--- src/rtl/rr_arbiter_pkg.sv ---
// rr_arbiter_pkg: shared sizing and one-hot helpers for the round-robin arbiter stage.
package rr_arbiter_pkg;
  localparam int MAX_ENTRIES = 32;
  localparam int MAX_INDEX = $clog2(MAX_ENTRIES);
  // Callers pass their own ENTRIES as n; vectors are zero-extended to MAX_ENTRIES.
  function automatic logic [MAX_ENTRIES-1:0] rr_pick(input logic [MAX_ENTRIES-1:0] req, input int last, input int n);
    logic found;
    rr_pick = '0;
    found = 1'b0;
    for (int i = 1; i <= n; i++) begin
      if (!found && req[MAX_INDEX'((last + i) % n)]) begin
        rr_pick[MAX_INDEX'((last + i) % n)] = 1'b1;
        found = 1'b1;
      end
    end
  endfunction
  function automatic logic [MAX_INDEX-1:0] onehot_to_index(input logic [MAX_ENTRIES-1:0] oh);
    onehot_to_index = '0;
    for (int k = 0; k < MAX_ENTRIES; k++)
      if (oh[k]) onehot_to_index = onehot_to_index | MAX_INDEX'(k);
  endfunction
endpackage

--- src/rtl/parameterized_mux.sv ---
// parameterized_mux: N-way payload select with one-hot or binary select.
module parameterized_mux #(
  parameter type DATA = logic [7:0],
  parameter int ENTRIES = 4,
  parameter bit ONEHOT = 1'b1,
  parameter int SEL = ONEHOT ? ENTRIES : ((ENTRIES > 1) ? $clog2(ENTRIES) : 1)
) (
  input  logic [SEL-1:0]     sel,
  input  DATA [ENTRIES-1:0]  data,
  output DATA                y
);
  if (ONEHOT) begin : g_onehot
    always_comb begin
      y = '0;
      for (int k = 0; k < ENTRIES; k++)
        if (sel[k]) y = y | data[k];
    end
  end else begin : g_binary
    assign y = data[sel];
  end
endmodule

--- src/rtl/rr_grant.sv ---
// rr_grant: combinational round-robin pick (rotate past last, lowest-set-bit, unrotate).
module rr_grant #(
  parameter int ENTRIES = 4,
  parameter int INDEX_WIDTH = (ENTRIES > 1) ? $clog2(ENTRIES) : 1
) (
  input  logic [ENTRIES-1:0]     req,
  input  logic [INDEX_WIDTH-1:0] last,
  output logic [ENTRIES-1:0]     grant
);
  logic [ENTRIES-1:0] rot, pick;
  always_comb begin
    rot = '0;
    grant = '0;
    for (int j = 0; j < ENTRIES; j++)
      rot[j] = req[INDEX_WIDTH'((int'(last) + 1 + j) % ENTRIES)];
    pick = rot & (~rot + ENTRIES'(1));
    for (int j = 0; j < ENTRIES; j++)
      grant[INDEX_WIDTH'((int'(last) + 1 + j) % ENTRIES)] = pick[j];
  end
endmodule

--- src/rtl/rr_arbiter_stage.sv ---
// rr_arbiter_stage: round-robin select of ENTRIES valid/ready sources into one output register.
module rr_arbiter_stage
  import rr_arbiter_pkg::*;
#(
  parameter type DATA = logic [7:0],
  parameter int ENTRIES = 4,
  parameter int INDEX_WIDTH = (ENTRIES > 1) ? $clog2(ENTRIES) : 1
) (
  input  logic                   i_clk,
  input  logic                   i_rst,
  input  logic [ENTRIES-1:0]     i_valid,
  output logic [ENTRIES-1:0]     o_ready,
  input  DATA [ENTRIES-1:0]      i_data,
  output logic                   o_valid,
  input  logic                   i_ready,
  output DATA                    o_data,
  output logic [ENTRIES-1:0]     o_grant,
  output logic [INDEX_WIDTH-1:0] o_grant_index
);
  logic load, xfer;
  logic [ENTRIES-1:0] grant;
  logic [INDEX_WIDTH-1:0] last, grant_index;
  DATA sel_data;
  rr_grant #(.ENTRIES(ENTRIES), .INDEX_WIDTH(INDEX_WIDTH)) u_grant (
    .req(i_valid),
    .last(last),
    .grant(grant)
  );
  parameterized_mux #(DATA, ENTRIES, 1) u_mux (
    .sel(grant),
    .data(i_data),
    .y(sel_data)
  );
  assign load = !o_valid || i_ready;
  // Reset gating keeps o_ready low even while o_valid is still unknown.
  assign o_ready = (load && !i_rst) ? grant : '0;
  assign xfer = |o_ready;
  assign grant_index = INDEX_WIDTH'(onehot_to_index(MAX_ENTRIES'(grant)));
  always_ff @(posedge i_clk) begin
    if (i_rst) begin
      o_valid <= 1'b0;
      o_data <= '0;
      o_grant <= '0;
      o_grant_index <= '0;
      last <= INDEX_WIDTH'(ENTRIES - 1);
    end else if (load) begin
      o_valid <= xfer;
      if (xfer) begin
        o_data <= sel_data;
        o_grant <= grant;
        o_grant_index <= grant_index;
        last <= grant_index;
      end
    end
  end
endmodule

--- config.mk ---
export PLATFORM = sky130hd
export DESIGN_NAME = rr_arbiter_stage
export DESIGN_NICKNAME = d
export VERILOG_FILES = /design/src/rtl/rr_arbiter_pkg.sv /design/src/rtl/parameterized_mux.sv /design/src/rtl/rr_grant.sv /design/src/rtl/rr_arbiter_stage.sv
export SDC_FILE = /design/constraint.sdc
export NUM_CORES = 1
export LEC_CHECK = 0
export ABC_AREA = 1
export ABC_CLOCK_PERIOD_IN_PS = 2350
export CORE_UTILIZATION = 30
export DETAILED_ROUTE_END_ITERATION = 8
export SYNTH_ARGS = -nofsm -noshare
export SYNTH_HDL_FRONTEND = slang
export SYNTH_SLANG_ARGS = --single-unit
--- constraint.sdc ---
create_clock -name i_clk -period 2.35 [get_ports i_clk]
set_input_delay 0.3525 -clock i_clk [delete_from_list [all_inputs] [get_ports i_clk]]
set_output_delay 0.3525 -clock i_clk [all_outputs]
set_load 0.01 [all_outputs]
==> results.md <==
Run status:
- The run finished with clean final reports.

CTS:
- The TritonCTS clock tree is yes.
- The number of hold buffers added after CTS was 0.
- The root buffer cell is sky130_fd_sc_hd__clkbuf_8.
- No sink is reached through more buffers than the 2 on the longest clock path.
- The number of sinks driven by the clock tree is 17.
- Clock-pin slew was measured on the worst setup and hold paths at 0.07 ns.
- The H-tree depth reported by CTS is 1.
- In this run, CTS created clock tree buffers numbering 3.
- The clock latency at the later pin of the worst-skew pair is 0.26 ns.

Detailed routing:
- After detailed routing, the met3 layer carries 278 µm of wire.
- Before antenna repair, the detailed router went through 4 iterations.
- The final route contains 1,860 vias.
- Using the TritonRoute via totals, the vias-per-cell ratio works out to 4.806.
- The uppermost layer routed is met4.
- After detailed routing, the number of remaining DRC violations is 0.
- The DRC marker count from the first detailed-route iteration is 51.
- In this run the remaining antenna-violating nets after routing total 0.
- The routed design uses 2263 µm of met2 wire.
- The detailed-route wire length on metal 1 is 2054 µm.
- The final layout contains routed wiring with a total length of 4637 µm.
- In the final routed layout, each cell accounts on average for 11.98 µm.

Yosys:
- The sequential element share of the synthesized area is 0.2341.
- The synthesis-stage register bit count is 17.
- The number of standard cells after synthesis is 237.
- The synthesized netlist occupies a cell area of 0.001454 mm².
- The number of synthesis warnings is 0.
- The unique cell type count in the Yosys netlist is 22.
- A synthesized cell averages 6.135 µm².
- The post-synth net total is 283.

Floorplanning:
- The area of the die is 0.005129 mm².
- Measured along the x axis, the die boundary spans 71.62 µm.
- The top-level I/O count is 58.
- For this configuration, the core starts out at a cell density of 0.3228.
- The die span in y is 71.62 µm.
- The cell row count is 24.
- The floorplan core area is 0.004504 mm².

STA:
- Setup repair after global routing left no endpoint under its margin.
- The final worst clock skew is 0.003621 ns.
- The max-slew violation count is 0.
- The number of hold-slack violations in the final timing report was 0.
- The fraction of the cycle the final worst path needs is 0.9441.
- For the pin with the worst max-slew slack, the measured transition is 0.1963 ns.
- The worst path in the final design needs a cycle of 2.219 ns, including I/O delays and setup.
- Static timing analysis puts the maximum clock frequency at 450.7 MHz.
- Setup violations remaining at the end of the flow were counted as 0.
- In the final timing run, aggregate negative setup slack is 0 ns.
- The worst relative slew slack is 0.8678.

Layout:
- The number of diodes added for antenna fixing is 0.
- The filler cells instantiated in the layout total 437.
- The layout-stage area growth over the synthesis result is 74.87%.
- The total area of sequential cells is 345.3 µm².
- The area occupied by multi-input gates is 0.001062 mm².
- At the end of the flow, the number of nets in the layout was 382.
- In the final layout, the share of cells above drive strength 1 is 0.2896.

Place:
- The number of port buffers is 57.
- The half-perimeter wire length after placement is 3553 µm.
- The last weighted congestion value of the routability-driven placer is 0.8842.

Critical path:
- The slowest stage cell on the critical path is sky130_fd_sc_hd__dfxtp_2.
- The kind of critical path is reg -> out.
- Data arrives at the worst endpoint at 1.87 ns.
- The largest fanout of any net on the critical path is 6.
- The required arrival time at the worst endpoint is 2.00 ns.
- The signal on the critical path passes through inv_2 > ha_4 > inv_6 > nand2_1 > nand2_1 > nand2_2 > buf_4 > o21ai_2 > nand3_2 > nand3_2 > inv_1 > buf_2.
- The highest cell delay on the worst timing path is 0.34 ns.
- The worst setup path is captured at an output port.
- The category of the worst setup path launch point is a flip-flop.

Pwr:
- The design draws 0.004332 W.
- The maximum vdd drop is 1.380 mV.
- The static power due to leakage is 1.229 nW.
- The power per cell area is 1704 mW/mm².

GRT:
- The via count of the first global-routing pass was 1,608.
- The global routing usage summed across all routing layers is 0.1765.
- Summed over all layers, the global routing overflow is 0.
- Entering global routing, the biggest net connects 19 pins.
- The number of antenna violations at the first check in global routing came to 0.
- The first-pass GRT wire length is 7348 µm.

Min path:
- The path type of the worst min-delay path is reg -> reg.

Job:
- The number of max-capacitance violations reported is 0.
[logic make-up (layout without fill, tap and decap cells)]
logic type / count (synthesis) / after routing / share of synthesized area
AND/OR/NAND/NOR: 161 / 161 / 0.5413
adder cells (fa/ha/maj): 7 / 7 / 0.06024
flip-flops: 17 / 17 / 0.2341
AO/OA/AOI/OAI: 13 / 13 / 0.04905
buffers and inverters: 39 / 137 / 0.1153
[placed cells by master (no fill, tap or decap), drive strengths merged]
master / instances
o211ai: 1
a21oi: 7
buf: 45
clkbuf: 3
clkdlybuf4s50: 53
o21ai: 5
dfxtp: 17
nand3: 54
clkinvlp: 1
ha: 7
inv: 35
nand2: 73
nor2: 26
nand4: 8
[report_power, final]
group | internal [W] | total [W] | leakage [nW] | switching [W]
clock | 0.000119 | 0.000228 | 0.0217 | 0.000109
combinational | 0.00168 | 0.00362 | 1.07 | 0.00194
sequential | 0.000423 | 0.000484 | 0.140 | 0.0000609
[path summary, 6_finish.rpt]
kind,end,cells past startpoint,startpoint,slack [ns]
max,o_ready[3],12,last[1],0.13
min,o_grant[2],2,o_grant[2],0.46
max reg2reg,o_data[1],17,last[1],0.20
min reg2reg,o_grant[2],2,o_grant[2],0.46
[final cells by class]
cell class	instances	area share
timing repair buffer	98	0.3469
tap	52	0.02559
multi-input combinational	181	0.4178
clock inverter	1	0.002953
clock buffer	3	0.01624
inverter	35	0.05463
sequential	17	0.1358
[Yosys cell counts, drive strengths merged]
cell	count	area, µm²
nand2	73	311.5
nand4	8	50.05
clkbuf	1	3.750
o21ai	5	28.78
buf	3	30.03
dfxtp	17	340.3
o211ai	1	7.510
ha	7	87.58
nor2	26	115.1
nand3	54	310.3
a21oi	7	35.03
inv	35	133.9
[per-stage QoR]
stage / instances / utilization / setup slack (ns) / hold slack, ns / area, µm²
final: 387 / 0.5644 / 0.1314 / 0.4597 / 2542
after detailed placement: 376 / 0.5158 / -0.2407 / 0.4517 / 2323
after global placement: 376 / 0.5158 / -0.2505 / 0.4477 / 2323
after CTS: 383 / 0.5422 / 0.0001688 / 0.4632 / 2442
after global routing: 387 / 0.5644 / 0.009975 / 0.4819 / 2542
after floorplan: 237 / - / 0.05277 / 0.4216 / 1454
[state kept, by name, indices dropped and copies added, names as in the netlist]
signal and flops:
last 2, o_data 8, o_grant 4, o_grant_index 2, o_valid 1
[metal layers]
metal / up-vias / global-route usage
li1: 959 / -
met1: 833 / 0.2276
met2: 64 / 0.3113
met3: 4 / 0.03376
met4: 0 / 0.02614
met5: - / 0
[timing repair]
item                       CTS  global route
pin swaps                    7            11
setup buffers                3             4
gates cloned                 0             0
gates resized for setup     26            25
setup endpoints to repair   12            11
[worst max-delay path: cells and delay by family, from the launching register on]
family,cells,cell delay [ns]
DFF,1,0.34
adders and majority gates,1,0.28
AOI/OAI and AO/OA,1,0.13
and+or+nand+nor,5,0.41
buffers and inverters,5,0.45
(Power assumes the default switching activity.)
